## src/rtl/cla_pkg.sv

```systemverilog
// Shared constants, 4-bit carry-lookahead group function and saturation helpers
// for the pipelined CLA adder/subtractor.
package cla_pkg;

  localparam int unsigned GROUP_W = 4;

  typedef struct packed {
    logic [GROUP_W-1:0] p;
    logic [GROUP_W-1:0] g;
  } grp_pg_t;

  typedef struct packed {
    logic               cout;
    logic               cmsb;
    logic [GROUP_W-1:0] sum;
  } grp_res_t;

  function automatic int unsigned stages(input int unsigned width);
    return width / GROUP_W;
  endfunction

  function automatic grp_res_t cla4(input logic [GROUP_W-1:0] a,
                                    input logic [GROUP_W-1:0] b,
                                    input logic               c0);
    grp_pg_t            pg;
    logic [GROUP_W:0]   c;
    grp_res_t           r;
    pg.p = a ^ b;
    pg.g = a & b;
    c[0] = c0;
    c[1] = pg.g[0] | (pg.p[0] & c0);
    c[2] = pg.g[1] | (pg.p[1] & pg.g[0]) | (pg.p[1] & pg.p[0] & c0);
    c[3] = pg.g[2] | (pg.p[2] & pg.g[1]) | (pg.p[2] & pg.p[1] & pg.g[0])
         | (pg.p[2] & pg.p[1] & pg.p[0] & c0);
    c[4] = pg.g[3] | (pg.p[3] & pg.g[2]) | (pg.p[3] & pg.p[2] & pg.g[1])
         | (pg.p[3] & pg.p[2] & pg.p[1] & pg.g[0])
         | (pg.p[3] & pg.p[2] & pg.p[1] & pg.p[0] & c0);
    r.sum  = pg.p ^ c[GROUP_W-1:0];
    r.cmsb = c[GROUP_W-1];
    r.cout = c[GROUP_W];
    return r;
  endfunction

  // Returns {msb, fill for every lower bit} of the saturated result.
  function automatic logic [1:0] sat_pattern(input logic sgn, input logic a_msb,
                                             input logic sub);
    if (sgn) return a_msb ? 2'b10 : 2'b01;
    return sub ? 2'b00 : 2'b11;
  endfunction

endpackage

```

## src/rtl/cla_group_stage.sv

```systemverilog
// One pipeline stage: 4-bit CLA group IDX plus its valid/operand/result/carry
// register and elastic load control.
module cla_group_stage
  import cla_pkg::*;
#(
  parameter int unsigned WIDTH = 16,
  parameter int unsigned IDX   = 0
) (
  input  logic             clk,
  input  logic             rst_n,
  input  logic             prev_valid,
  input  logic             take,
  input  logic [WIDTH-1:0] prev_a,
  input  logic [WIDTH-1:0] prev_b,
  input  logic [WIDTH-1:0] prev_s,
  input  logic             prev_c,
  input  logic             prev_sub,
  output logic             valid,
  output logic             load,
  output logic [WIDTH-1:0] a_q,
  output logic [WIDTH-1:0] b_q,
  output logic [WIDTH-1:0] s_q,
  output logic             c_q,
  output logic             c_msb_q,
  output logic             sub_q
);

  grp_res_t         r;
  logic [WIDTH-1:0] s_next;

  assign load = ~valid | take;

  always_comb begin
    r      = cla4(prev_a[IDX*GROUP_W +: GROUP_W], prev_b[IDX*GROUP_W +: GROUP_W], prev_c);
    s_next = prev_s;
    s_next[IDX*GROUP_W +: GROUP_W] = r.sum;
  end

  // Data only moves with a valid token so outputs stay quiet until real results arrive.
  always_ff @(posedge clk or negedge rst_n) begin
    if (!rst_n) begin
      valid   <= 1'b0;
      a_q     <= '0;
      b_q     <= '0;
      s_q     <= '0;
      c_q     <= 1'b0;
      c_msb_q <= 1'b0;
      sub_q   <= 1'b0;
    end else if (load) begin
      valid <= prev_valid;
      if (prev_valid) begin
        a_q     <= prev_a;
        b_q     <= prev_b;
        s_q     <= s_next;
        c_q     <= r.cout;
        c_msb_q <= r.cmsb;
        sub_q   <= prev_sub;
      end
    end
  end

endmodule

```

## src/rtl/cla_pipe_adder.sv

```systemverilog
// Pipelined carry-lookahead adder/subtractor, one 4-bit group per stage, valid/ready
// handshake. Optional saturation on overflow when CLA_SAT_EN is defined.
module cla_pipe_adder
  import cla_pkg::*;
#(
  parameter int unsigned WIDTH  = 16,
  parameter int unsigned SIGNED = 1
) (
  input  logic             clk,
  input  logic             rst_n,
  input  logic             in_valid,
  output logic             in_ready,
  input  logic [WIDTH-1:0] a,
  input  logic [WIDTH-1:0] b,
  input  logic             cin,
  input  logic             sub,
  output logic             out_valid,
  input  logic             out_ready,
  output logic [WIDTH-1:0] s,
  output logic             cout,
  output logic             ovf
);

  localparam int unsigned STAGES = stages(WIDTH);

  // Index 0 is the prepared input; index k+1 is the register of stage k.
  logic             v    [STAGES+1];
  logic             c    [STAGES+1];
  logic             sb   [STAGES+1];
  logic [WIDTH-1:0] av   [STAGES+1];
  logic [WIDTH-1:0] bv   [STAGES+1];
  logic [WIDTH-1:0] sv   [STAGES+1];
  logic             cm   [STAGES];
  logic             ld   [STAGES];
  logic             take [STAGES];
  logic             ovf_raw;

  assign v[0]     = in_valid;
  assign av[0]    = a;
  assign bv[0]    = sub ? ~b : b;
  assign sv[0]    = '0;
  assign c[0]     = cin ^ sub;
  assign sb[0]    = sub;
  assign in_ready = ld[0];

  for (genvar k = 0; k < STAGES; k++) begin : g_stage
    if (k == STAGES - 1) begin : g_last
      assign take[k] = out_ready;
    end else begin : g_mid
      assign take[k] = ld[k+1];
    end

    cla_group_stage #(
      .WIDTH (WIDTH),
      .IDX   (k)
    ) u_stage (
      .clk        (clk),
      .rst_n      (rst_n),
      .prev_valid (v[k]),
      .take       (take[k]),
      .prev_a     (av[k]),
      .prev_b     (bv[k]),
      .prev_s     (sv[k]),
      .prev_c     (c[k]),
      .prev_sub   (sb[k]),
      .valid      (v[k+1]),
      .load       (ld[k]),
      .a_q        (av[k+1]),
      .b_q        (bv[k+1]),
      .s_q        (sv[k+1]),
      .c_q        (c[k+1]),
      .c_msb_q    (cm[k]),
      .sub_q      (sb[k+1])
    );
  end

  assign out_valid = v[STAGES];
  assign cout      = c[STAGES];
  assign ovf_raw   = (SIGNED != 0) ? (cm[STAGES-1] ^ c[STAGES]) : (c[STAGES] ^ sb[STAGES]);
  assign ovf       = ovf_raw;

`ifdef CLA_SAT_EN
  logic [1:0] pat;
  assign pat = sat_pattern(SIGNED != 0, av[STAGES][WIDTH-1], sb[STAGES]);
  assign s   = ovf_raw ? {pat[1], {(WIDTH-1){pat[0]}}} : sv[STAGES];
`else
  assign s   = sv[STAGES];
`endif

endmodule

```

## config.mk

```make
export PLATFORM = sky130hd
export DESIGN_NAME = cla_pipe_adder
export DESIGN_NICKNAME = d
export VERILOG_FILES = /design/src/rtl/cla_pkg.sv /design/src/rtl/cla_group_stage.sv /design/src/rtl/cla_pipe_adder.sv
export SDC_FILE = /design/constraint.sdc
export NUM_CORES = 1
export LEC_CHECK = 0
export CORE_MARGIN = 3
export CORE_UTILIZATION = 47
export DETAILED_ROUTE_END_ITERATION = 10
export PLACE_DENSITY = 0.73
export SETUP_SLACK_MARGIN = 0.4
export SLEW_MARGIN = 10
export SYNTH_ARGS = -nofsm -noshare
export SYNTH_HDL_FRONTEND = slang
export SYNTH_HIERARCHICAL = 1
export SYNTH_SLANG_ARGS = --single-unit
```

## constraint.sdc

```tcl
create_clock -name clk -period 1.7 [get_ports clk]
set_input_delay 0.34 -clock clk [delete_from_list [all_inputs] [get_ports clk]]
set_output_delay 0.34 -clock clk [all_outputs]
set_load 0.005 [all_outputs]
```

==> metrics.cfg <==
[die]
core-area_mm2=0.00942
start_util_pct=49.2
io-pin-count=58
die_area_mm2=0.0111
die_h_um=105
die_w_um=105
rows=35

[route]
drc=0
ant_nets=0
totalWireLength_mm=8.47
num_vias=2705
firstDrtPassIters=4
wire_per_inst_um=15.1
drt_iter0_drc=75
via_per_inst=4.82

[timing]
setup-violations-final=1
fin_crit_ns=1.71
timing.final.max_slew_violations=0
relSlewSlack_pct=70.3
finClkSkew_ns=0.0134
rsz0062_at_grt=yes
max_freq_ghz=0.585
hold_viol_final=0
period_share_pct=101
tightest_slew_ns=0.446
layout_setup_ws_ns=-0.0101

[power]
switching_share_pct=29.5
p_int_mw=6.50
clockPowerShare_pct=17.0
combPwrFrac_pct=43.3
p_per_area_mw_per_mm2=1480
seqPwrFrac_pct=39.7
ir_drop_mv=0.644
total_leakage_power_nw=3.02
p_sw_mw=2.72

[worst_setup_path]
critPathKind=reg2out
start_kind=flip-flop
critPathMaxFanout=2
ff2ff_setup_slack_ns=0
endpoint_kind=primary output
reg2reg_to=g_stage[0].u_stage/a_q[15]
r2r_cells=8
crit_arrival_ns=1.37
cp_data_required_time_ns=1.36
r2r-start=g_stage[3].u_stage/valid

[synth]
yosys_warnings=6
synthesis.area_mm2=0.00463
avgSynthCellArea_um2=14.5
synthesis.instances=320
synth_nets=378

[placed_design]
placed_cells=501
portBuffers=57
placed_area_mm2=0.00553
gp_congestion=0.715
dp_hpwl_mm=5.75

[clock_tree]
cts_max_path_buffers=2
clk_pin_slew_worst_paths_ns=0.09
cts_sinks=97
cts_buffers=9
root_buffer=clkbuf_8
insertion_delay_ns=0.36
tritoncts=yes
htreeDepth=3

[cells_and_area]
diodes=0
design_area_mm2=0.00623
drive_gt1_share_pct=48.4
stdcell_count=561
nets=485
synthToLayoutAreaGrowth_pct=34.4
fillers=675

[global_route]
overflow=0
grt_pass1_vias=2872
grt_start_max_net_pins=34
antenna_found_initial=0
gr-usage-all-layers_pct=16.2
grt_pass1_wl_mm=14.2

[run_status]
failed_checks=setup timing
outcome=complete, but fails checks

[run]
drv_cap=0

[worst_hold_path]
hp-class=in2async

[final cells by class]
| type | count | area, um^2 | share of cell area, % |
|---|---|---|---|
| sequential | 97 | 2430 | 39.0 |
| multi-input combinational | 195 | 2240 | 35.9 |
| timing repair buffer | 118 | 1170 | 18.7 |
| clock buffer | 12 | 165 | 2.65 |
| tap | 129 | 161 | 2.59 |
| clock inverter | 4 | 50.0 | 0.803 |
| inverter | 6 | 22.5 | 0.361 |
[power groups by stage]
stage	logic [mW]	registers [mW]	clock network [mW]
CTS	3.68	3.64	1.60
global placement	3.03	3.69	0
finish	3.99	3.66	1.57
global route	4.34	3.78	1.69
floorplan	2.26	3.57	0
detailed placement	3.13	3.74	0
[registers in the layout, summed over array words and instances (netlist names)]
signal,count
g_stage.u_stage/s_q,40
g_stage.u_stage/a_q,24
g_stage.u_stage/b_q,24
g_stage.u_stage/c_q,4
g_stage.u_stage/valid,4
g_stage.u_stage/c_msb_q,1
[routing by layer]
layer / track usage, % / wire length [um]
met1: 21.8 / 3930
met5: 0 / 0
met2: 25.5 / 4080
met3: 3.43 / 287
met4: 6.47 / 172
[critical path, stage by stage (launching register included)]
cell	delay (ns)
dfrtp_1	0.39
nand2b_4	0.06
nand2b_4	0.14
nand2b_4	0.14
nand2b_4	0.16
buf_6	0.12
[stage by stage]
| stage | hold slack, ns | utilization (%) | TNS (ns) | power (mW) | worst slack [ns] |
|---|---|---|---|---|---|
| floorplan | 0.0444 | - | -0.248 | 5.83 | -0.0435 |
| global placement | 0.312 | 58.7 | -23.73 | 6.73 | -0.541 |
| detailed placement | 0.321 | 58.7 | -23.73 | 6.87 | -0.636 |
| CTS | 0.461 | 64.9 | -0.134 | 8.93 | -0.0401 |
| global route | 0.491 | 66.2 | -1.26 | 9.81 | -0.0802 |
| finish | 0.466 | 66.2 | -0.0101 | 9.22 | -0.0101 |
[placed cells by master, fill, tap and decap left out, drive strengths merged]
cell type,instances
inv,6
nor2,2
xor2,24
a21oi,9
a211o,3
clkinvlp,2
o21ba,1
buf,74
xnor2,3
o21a,3
o21ai,17
dlygate4sd3,1
mux2i,4
ha,16
bufbuf,2
clkdlybuf4s50,30
nand3,4
bufinv,1
mux2,77
dlygate4sd2,5
fa,4
a211oi,1
or2,3
dfrtp,97
clkbuf,18
clkinv,1
nand2b,8
nand2,16
[worst max path at each step]
stage                                   from                   endpoint  slack (ns)  cells after the start
floorplan                                sub  g_stage[0].u_stage/s_q[2]       -0.04                      7
global placement                         sub  g_stage[0].u_stage/s_q[3]       -0.54                      8
detailed placement                       sub  g_stage[0].u_stage/s_q[3]       -0.64                      8
CTS                 g_stage[3].u_stage/valid                   in_ready       -0.04                      5
global route        g_stage[3].u_stage/valid                   in_ready       -0.08                      5
finish              g_stage[3].u_stage/valid                   in_ready       -0.01                      5
[what timing repair did]
item,CTS,global route
endpoints found under the setup margin,113,92
cloned,4,0
hold buffers,1,0
buffers inserted,29,10
endpoints found under the hold margin,30,0
pin swaps,17,9
resized for setup,109,21
Note: power is estimated with default switching activity, not from simulation.
